<file path="src/rtl/frog_input_conditioner_if.sv">
// Switch-to-move bundle between the raw direction switches and the frog game core.
// Latency: none (wires only).
// Backpressure: none; move pulses are fire-and-forget, the core must take them in the cycle they appear.
// Signals: SW1..SW4 raw async switches (Up, Down, Left, Right); MOVE_* single-cycle move pulses;
//          BTN_STATE debounced levels {SW4,SW3,SW2,SW1}.
interface frog_input_conditioner_if;
   logic       SW1;
   logic       SW2;
   logic       SW3;
   logic       SW4;
   logic       MOVE_UP;
   logic       MOVE_DOWN;
   logic       MOVE_LEFT;
   logic       MOVE_RIGHT;
   logic [3:0] BTN_STATE;

   // switch side drives levels and observes pulses
   modport master (
      output SW1, SW2, SW3, SW4,
      input  MOVE_UP, MOVE_DOWN, MOVE_LEFT, MOVE_RIGHT, BTN_STATE
   );

   // conditioner consumes levels and produces pulses
   modport slave (
      input  SW1, SW2, SW3, SW4,
      output MOVE_UP, MOVE_DOWN, MOVE_LEFT, MOVE_RIGHT, BTN_STATE
   );
endinterface

</file>
<file path="src/rtl/frog_input_conditioner.sv">
// Synchronises, debounces and arbitrates the four direction switches into single-cycle move pulses.
// Latency: raw edge -> BTN_STATE in DEBOUNCE_CYCLES+2 edges, -> first MOVE_* pulse in DEBOUNCE_CYCLES+3.
// Backpressure: none; at most one registered MOVE_* pulse per cycle, hold/auto-repeat paced by timers.
// Ports: CLK system clock; RST synchronous active-high reset; io (slave) carries SW1..SW4 in,
//        MOVE_UP/DOWN/LEFT/RIGHT pulses and BTN_STATE debounced levels out.
module frog_input_conditioner #(
   parameter int DEBOUNCE_CYCLES = 250000,
   parameter int REPEAT_DELAY    = 12500000,
   parameter int REPEAT_PERIOD   = 5000000,
   parameter int REPEAT_EN       = 1,
   parameter int CNT_W           = 24
) (
   input  logic                    CLK,
   input  logic                    RST,
   frog_input_conditioner_if.slave io
);

   localparam logic [CNT_W-1:0] DB_LAST  = CNT_W'(DEBOUNCE_CYCLES - 1);
   localparam logic [CNT_W-1:0] RD_LAST  = CNT_W'(REPEAT_DELAY - 1);
   localparam logic [CNT_W-1:0] RP_LAST  = CNT_W'(REPEAT_PERIOD - 1);
   localparam logic [CNT_W-1:0] CNT_ONE  = CNT_W'(1);
   localparam logic [CNT_W-1:0] TMR_MAX  = '1;

   typedef enum logic [1:0] {
      IDLE   = 2'd0,
      HOLD   = 2'd1,
      REPEAT = 2'd2
   } state_t;

   logic [3:0]       sw_raw;
   logic [3:0]       s1;
   logic [3:0]       s2;
   logic [3:0]       db;
   logic [CNT_W-1:0] cnt [4];

   state_t           state_q, state_d;
   logic [1:0]       dir_q, dir_d;
   logic [CNT_W-1:0] tmr_q, tmr_d;
   logic [3:0]       move_q, move_d;
   logic [1:0]       win;

   // bit index == direction code: 0 Up, 1 Down, 2 Left, 3 Right
   assign sw_raw = {io.SW4, io.SW3, io.SW2, io.SW1};

   // Synchroniser and per-switch debounce. The counter only runs while the
   // synced level disagrees with the debounced one, so any bounce back restarts it.
   always_ff @(posedge CLK) begin
      if (RST) begin
         s1 <= '0;
         s2 <= '0;
         db <= '0;
         for (int i = 0; i < 4; i++) begin
            cnt[i] <= '0;
         end
      end else begin
         s1 <= sw_raw;
         s2 <= s1;
         for (int i = 0; i < 4; i++) begin
            if (s2[i] == db[i]) begin
               cnt[i] <= '0;
            end else if (cnt[i] == DB_LAST) begin
               db[i]  <= s2[i];
               cnt[i] <= '0;
            end else begin
               cnt[i] <= cnt[i] + CNT_ONE;
            end
         end
      end
   end

   // Fixed priority Up > Down > Left > Right; only consulted from IDLE.
   always_comb begin
      win = 2'd0;
      casez (db)
         4'b???1: win = 2'd0;
         4'b??10: win = 2'd1;
         4'b?100: win = 2'd2;
         4'b1000: win = 2'd3;
         default: win = 2'd0;
      endcase
   end

   always_ff @(posedge CLK) begin
      if (RST) begin
         state_q <= IDLE;
         dir_q   <= 2'd0;
         tmr_q   <= '0;
         move_q  <= '0;
      end else begin
         state_q <= state_d;
         dir_q   <= dir_d;
         tmr_q   <= tmr_d;
         move_q  <= move_d;
      end
   end

   // dir is frozen from the first pulse until its own button releases; other
   // buttons only get a look-in once the FSM is back in IDLE.
   always_comb begin
      state_d = state_q;
      dir_d   = dir_q;
      tmr_d   = tmr_q;
      move_d  = '0;
      case (state_q)
         IDLE: begin
            if (|db) begin
               dir_d   = win;
               move_d  = 4'b0001 << win;
               tmr_d   = '0;
               state_d = HOLD;
            end
         end
         HOLD: begin
            if (!db[dir_q]) begin
               state_d = IDLE;
            end else if ((REPEAT_EN != 0) && (tmr_q == RD_LAST)) begin
               move_d  = 4'b0001 << dir_q;
               tmr_d   = '0;
               state_d = REPEAT;
            end else if (tmr_q != TMR_MAX) begin
               // saturate so a long hold with repeat disabled cannot wrap
               tmr_d = tmr_q + CNT_ONE;
            end
         end
         REPEAT: begin
            if (!db[dir_q]) begin
               state_d = IDLE;
            end else if (tmr_q == RP_LAST) begin
               move_d = 4'b0001 << dir_q;
               tmr_d  = '0;
            end else begin
               tmr_d = tmr_q + CNT_ONE;
            end
         end
         default: begin
            state_d = IDLE;
         end
      endcase
   end

   assign io.MOVE_UP    = move_q[0];
   assign io.MOVE_DOWN  = move_q[1];
   assign io.MOVE_LEFT  = move_q[2];
   assign io.MOVE_RIGHT = move_q[3];
   assign io.BTN_STATE  = db;

endmodule

</file>
<file path="src/flat_wrapper.sv">
// flat-port wrapper written by rule: the top's interface ports become plain ports
module frog_input_conditioner_flat 
#(
   parameter int DEBOUNCE_CYCLES = 250000,
   parameter int REPEAT_DELAY    = 12500000,
   parameter int REPEAT_PERIOD   = 5000000,
   parameter int REPEAT_EN       = 1,
   parameter int CNT_W           = 24
)
  (CLK, RST, io_SW1, io_SW2, io_SW3, io_SW4, io_MOVE_UP, io_MOVE_DOWN, io_MOVE_LEFT, io_MOVE_RIGHT, io_BTN_STATE);
  frog_input_conditioner_if io_i ();
  input  logic CLK;
  input  logic RST;
  input wire logic [$bits(io_i.SW1)-1:0] io_SW1;
  input wire logic [$bits(io_i.SW2)-1:0] io_SW2;
  input wire logic [$bits(io_i.SW3)-1:0] io_SW3;
  input wire logic [$bits(io_i.SW4)-1:0] io_SW4;
  output wire logic [$bits(io_i.MOVE_UP)-1:0] io_MOVE_UP;
  output wire logic [$bits(io_i.MOVE_DOWN)-1:0] io_MOVE_DOWN;
  output wire logic [$bits(io_i.MOVE_LEFT)-1:0] io_MOVE_LEFT;
  output wire logic [$bits(io_i.MOVE_RIGHT)-1:0] io_MOVE_RIGHT;
  output wire logic [$bits(io_i.BTN_STATE)-1:0] io_BTN_STATE;
  assign io_i.SW1 = io_SW1;
  assign io_i.SW2 = io_SW2;
  assign io_i.SW3 = io_SW3;
  assign io_i.SW4 = io_SW4;
  assign io_MOVE_UP = io_i.MOVE_UP;
  assign io_MOVE_DOWN = io_i.MOVE_DOWN;
  assign io_MOVE_LEFT = io_i.MOVE_LEFT;
  assign io_MOVE_RIGHT = io_i.MOVE_RIGHT;
  assign io_BTN_STATE = io_i.BTN_STATE;
  frog_input_conditioner #(.DEBOUNCE_CYCLES(DEBOUNCE_CYCLES), .REPEAT_DELAY(REPEAT_DELAY), .REPEAT_PERIOD(REPEAT_PERIOD), .REPEAT_EN(REPEAT_EN), .CNT_W(CNT_W)) u_core (.CLK(CLK), .RST(RST), .io(io_i));
endmodule
</file>
<file path="config.mk">
export PLATFORM = sky130hd
export DESIGN_NAME = frog_input_conditioner_flat
export DESIGN_NICKNAME = d
export VERILOG_FILES = /design/src/rtl/frog_input_conditioner_if.sv /design/src/rtl/frog_input_conditioner.sv /design/src/flat_wrapper.sv
export SDC_FILE = /design/constraint.sdc
export NUM_CORES = 1
export LEC_CHECK = 0
export ABC_AREA = 0
export CAP_MARGIN = 5
export CORE_ASPECT_RATIO = 1.4
export CORE_MARGIN = 2
export CORE_UTILIZATION = 35
export CTS_CLUSTER_DIAMETER = 40
export CTS_CLUSTER_SIZE = 28
export DETAILED_ROUTE_END_ITERATION = 12
export PLACE_DENSITY = 0.56
export SYNTH_ARGS = -nofsm -noshare
export SYNTH_HDL_FRONTEND = slang
export SYNTH_SLANG_ARGS = --single-unit
</file>
<file path="constraint.sdc">
create_clock -name CLK -period 6.03 [get_ports CLK]
set_clock_uncertainty 0.1 [all_clocks]
set_input_delay 0.603 -clock CLK [delete_from_list [all_inputs] [get_ports CLK]]
set_output_delay 0.603 -clock CLK [all_outputs]
set_load 0.02 [all_outputs]
</file>
Yosys cells after proc, flatten, opt, wreduce, memory -nomap -nowiden
Memories as Yosys holds them, arrays and structs flattened.
Cells that the tools add are included.
W data, S select, Z words.
{"block": "totals", "ff_bits": 44, "ramBits": 96, "inputBits": 6, "out_inout_bits": 8, "word_cells": 146, "n_memories": 1}
{"memory": "u_core.cnt", "words": 4, "word_bits": 24, "rd": 4, "rd_ports_with_merged_regs": 0, "wr": 4, "line": "frog_input_conditioner.sv:34", "text": "logic [CNT_W-1:0] cnt [4];"}
{"block": "op_classes", "add_sub_neg": 5, "order_cmp": 1, "n_eq_ne": 22, "shift": 2, "mux": 79, "bitwise_logic": 16, "n_reduce_logical": 10}
{"cell": "$mux W24", "count": 18}
{"cell": "$add A24 B1 Y24 const B", "count": 5}
{"cell": "$eq A24 B18 Y1 const B", "count": 4}
{"cell": "$pmux W24 S3", "count": 1}
{"cell": "$mux W1", "count": 47}
{"cell": "$eq A24 B23 Y1 const B", "count": 1}
{"cell": "$eq A24 B24 Y1 const B", "count": 1}
{"cell": "$ne A24 B24 Y1 const B", "count": 1}
{"cell": "$mux W4", "count": 5}
{"cell": "$or A1 B1 Y1", "count": 12}
{"cell": "$pmux W2 S3", "count": 2}
{"cell": "$pmux W4 S3", "count": 1}
{"cell": "$reduce_and A2 Y1", "count": 5}
{"cell": "$mux W2", "count": 4}
{"cell": "$shl A1 B2 Y4 const A", "count": 2}
{"cell": "$ne A2 B1 Y1 const B", "count": 3}
{"cell": "$reduce_and A5 Y1", "count": 1}
{"cell": "$eq A1 B1 Y1", "count": 4}
{"cell": "$eq A2 B2 Y1 const B", "count": 2}
{"cell": "$eq A4 B4 Y1 const B", "count": 1}
{"cell": "$not A1 Y1", "count": 4}
{"cell": "$reduce_or A4 Y1", "count": 1}
{"cell": "$eq A3 B3 Y1 const B", "count": 1}
{"cell": "$lt A2 B3 Y1 const B", "count": 1}
{"cell": "other kinds (8)", "count": 8}

Depth between registers and ports, before layout
{"block": "logic_depth", "ltp_word": 7, "mapped_depth": 11, "ltp_nobuf": 8}

Worst setup path before layout
OpenSTA, ideal clock, no wires.
{"block": "synth_path", "kind": "flip-flop to flip-flop", "start": "register u_core.state_q[1]", "end": "register u_core.tmr_q[21]", "setup_ns": 0.059, "t_arrival_ns": 2.238, "t_required_ns": 5.871, "path_slack_ns": 3.632, "stages_incl_launch_ff": 12, "path_buffers": 3, "synth_period_minus_slack_ns": 2.398, "cell_sequence": "dfxtp_1 -> inv_1 -> ha_1 -> clkbuf_1 -> or3b_2 -> o221ai_1 -> a31oi_1 -> or2_1 -> buf_2 -> clkbuf_1 -> o21ai_1 -> a22o_1"}
{"block": "synth_between", "elab_chain_cells": 3, "elab_cells_between_ends": 10, "classes_between": "eq/ne: 6; mux: 1; reduce/logical: 3"}
{"element": "start, declared", "line": "frog_input_conditioner.sv:36", "text": "state_t state_q, state_d;"}
{"element": "start signal, assigned", "line": "frog_input_conditioner.sv:90", "text": "state_q <= state_d;"}
{"element": "$eq A2 B1 Y1, or another cell as far along", "line": "frog_input_conditioner.sv:104", "text": "case (state_q)"}
{"element": "$ne A3 B1 Y1 (no line), or another cell as far along"}
{"element": "$reduce_and A5 Y1 (no line)"}
{"element": "end signal, assigned", "line": "frog_input_conditioner.sv:92", "text": "tmr_q <= tmr_d;"}
{"element": "end, declared", "line": "frog_input_conditioner.sv:38", "text": "logic [CNT_W-1:0] tmr_q, tmr_d;"}
Parallel ways exist; a longest one is shown, timed or not.
A chain may end at the register's enable or synchronous reset.

==> results.md <==
- **startpoint type of the worst setup path** register
- **Static Leakage** 3.01 nW
- **global route total overflow** 0
- **summed negative setup slack over all endpoints** 0 ns
- **clock-pin slew of the registers on the worst-case setup and hold paths** 0.05 ns
- **portion of synthesized cell area occupied by the leading cell type** 39.1%
- **Nets** 868
- **RR Endpoint** u_core.cnt[1][11]
- **synthesized area** 7370 sq um
- **ratio of total power to cell area** 252 nW/um^2
- **ratio of routed vias to standard cells** 4.88
- **GRT Resource Usage Total** 13.7%
- **pin count of the biggest net entering global routing** 27
- **crit path capture** u_core.cnt[1][11]
- **top achievable clock speed** 360 MHz
- **leading area contributor after synthesis** sky130_fd_sc_hd__edfxtp_1
- **buffers inserted by post-CTS timing repair** 0
- **leading post-synthesis cells by cell area** sky130_fd_sc_hd__edfxtp_1 (39%), sky130_fd_sc_hd__dfxtp_1 (12%), sky130_fd_sc_hd__nor2_1 (7.1%), sky130_fd_sc_hd__xor2_1 (5.8%), sky130_fd_sc_hd__xnor2_1 (4.5%)
- **residual antenna-violating net count after detailed routing** 0
- **setup slack of the critical path after layout** 3.25 ns
- **endpoint required time on the critical path** 6.07 ns
- **number of antenna violations at the first check in global routing** 0
- **Non-Filler Cell Area, Final** 8610 sq um
- **clock buffers created by TritonCTS** 17
- **worst slack on hold paths** 0.335 ns
- **Mapped Cells** 750
- **setup repair after global routing missed its margin** false
- **number of global-route vias before repair** 5342
- **number of distinct library cells after synthesis** 54
- **max capacitance violation total** 0
- **width of the die** 127 um
- **Crit. Startpoint** u_core.cnt[1][8]
- **data arrival time of the critical path** 2.82 ns
- **final wirelength** 14400 um
- **CTS H-tree lvls** 4
- **final clock period utilization by the worst path** 46.0%
- **CTS tree** built
- **Resized cells post-CTS** 0
- **Port Buffer Count** 13
- **wire length of the first global-routing pass** 24800 um
- **number of inserted diodes** 0
- **Layout area overhead** 16.8%
- **standard cell core area** 20600 sq um
- **cell at the root of the clock tree** sky130_fd_sc_hd__clkbuf_16
- **Layout Cells excl Fill** 1121
- **wire length per cell after detailed routing** 12.9 um
- **Tightest Hold Check Type** register to register
- **hold buffer count at CTS** 0
- **height of the die** 176 um
- **commonest cells in the synthesized netlist** sky130_fd_sc_hd__nor2_1 (140), sky130_fd_sc_hd__edfxtp_1 (96), sky130_fd_sc_hd__nand2_1 (51)
- **register-to-register path setup slack** 3.25 ns
- **row count** 62
- **flip-flop and latch count after synthesis** 140
- **share of flip-flops with an asynchronous set or reset** 0%
- **via count** 5473
- **Worst Reg2Reg Path Length in Cells** 4
- **start of the worst register-to-register path** u_core.cnt[1][8]
- **leading cell type by number of instances after synthesis** sky130_fd_sc_hd__nor2_1
- **maximum net fanout on the critical path** 24
- **final design utilization** 41.7%
- **hpwl dp** 9980 um
- **result of the run** completed
- **final setup violation count** 0
- **Final Total Pwr** 2.17 mW
- **Initial DRT Pass Iterations** 5
- **Clock Tree Buf Depth** 2
- **YS warnings** 0
- **hold violation total from the final report** 0
- **Peak VDD IR** 0.175 mV
- **DRC violations left** 0
- **count of flip-flops with a built-in enable after synthesis** 96
- **io pins** 14
- **top flip-flop cell by instance count after synthesis** sky130_fd_sc_hd__edfxtp_1
- **dpl cells** 1089
- **final count of pins violating max slew** 0
- **total of fill cells in the finished design** 2056
- **critical path endpoint category** register
- **effective utilization at floorplan** 35.7%
- **global placer's final weighted congestion** 0.773
- **total cell area at the placement stage** 8070 sq um
- **final period demand of the worst path** 2.78 ns
- **latest clock arrival within the worst-skew pair** 0.42 ns
- **Die ar.** 22300 sq um
- **Worst Tran Pin Value** 0.862 ns
- **worst setup timing slack at the placement stage** 3.01 ns
- **slew margin rel.** 42.4%
- **critical setup path kind** register to register
- **share of layout cells above drive strength 1** 4.28%
- **Initial DRC Count** 314
- **total clock sinks** 140
- **sequential cell area fraction in the yosys report** 51.1%
- **mean instance size in the synthesized netlist** 9.83 sq um
[placed cells by master (no fill, tap or decap), types with 14 or more instances in the layout]
cell,count
sky130_fd_sc_hd__conb_1,96
sky130_fd_sc_hd__nor2_1,140
sky130_fd_sc_hd__dfxtp_1,44
sky130_fd_sc_hd__xor2_1,49
sky130_fd_sc_hd__nor4_1,23
sky130_fd_sc_hd__and3_1,21
sky130_fd_sc_hd__xnor2_1,38
sky130_fd_sc_hd__a22o_1,20
sky130_fd_sc_hd__nor3_1,19
sky130_fd_sc_hd__inv_1,19
sky130_fd_sc_hd__nor2b_1,14
sky130_fd_sc_hd__clkbuf_16,17
sky130_fd_sc_hd__nand4_1,19
sky130_fd_sc_hd__nand3_1,50
sky130_fd_sc_hd__nand2_1,51
sky130_fd_sc_hd__edfxtp_1,96
[worst min path at each step]
| stage | from | endpoint | slack [ns] | cells past startpoint |
|---|---|---|---|---|
| floorplan | u_core.s1[0] | u_core.s2[0] | 0.31 | 1 |
| global placement | u_core.s1[2] | u_core.s2[2] | 0.33 | 1 |
| detailed placement | u_core.s1[2] | u_core.s2[2] | 0.33 | 1 |
| CTS | u_core.s1[2] | u_core.s2[2] | 0.34 | 1 |
| global route | u_core.s1[1] | u_core.s2[1] | 0.36 | 1 |
| finish | u_core.s1[2] | u_core.s2[2] | 0.33 | 1 |
[where the power goes]
| part | leakage (nW) | internal, mW | total [mW] | switching (mW) |
|---|---|---|---|---|
| sequential | 1.35 | 1.06 | 1.09 | 0.0308 |
| combinational | 1.40 | 0.0360 | 0.0914 | 0.0554 |
| clock | 0.262 | 0.598 | 0.988 | 0.389 |
| total | 3.01 | 1.69 | 2.17 | 0.476 |
[registers in the layout (all words and copies together) (netlist names)]
name / flops
u_core.move_q: 4
u_core.dir_q: 2
u_core.io.BTN_STATE: 4
u_core.state_q: 2
u_core.s2: 4
u_core.s1: 4
u_core.cnt: 96
u_core.tmr_q: 24
[routing by layer]
metal | global-route usage [%] | vias to the layer above | wire length (um)
met2 | 23.4 | 62 | 7090
met1 | 16.5 | 2594 | 6680
li1 | - | 2798 | -
met4 | 6.50 | 0 | 274
met5 | 0 | - | 0
met3 | 2.74 | 19 | 365
[layout make-up]
class	count	area, sq um	share of cell area, %
clock inverters	11	101	1.18
clock buffers	21	440	5.12
well taps	256	320	3.72
flip-flops and latches	140	3760	43.7
multi-input cells	660	3770	43.8
repair buffers	14	138	1.60
inverters	19	71.3	0.828
[worst max-delay path, stage by stage (launching register included)]
cell and delay [ns]:
sky130_fd_sc_hd__edfxtp_1 0.43, sky130_fd_sc_hd__or4b_2 0.68, sky130_fd_sc_hd__nor4_1 0.44, sky130_fd_sc_hd__or3_1 0.72, sky130_fd_sc_hd__nor2_1 0.12
[cells by family (layout without fill, tap and decap cells)]
logic type               count (synthesis)  after routing  synth area share (%)
AO/OA/AOI/OAI                           70             70                  6.42
XOR/XNOR                                87             87                  10.3
adder cells (fa/ha/maj)                 10             10                  1.70
buffers and inverters                   45             65                  2.58
flip-flops                             140            140                  51.1
multiplexers                             7              7                  1.14
other                                    1             96                0.0509
AND/OR/NAND/NOR                        390            390                  26.7
Power figures use the tool's default switching activity.
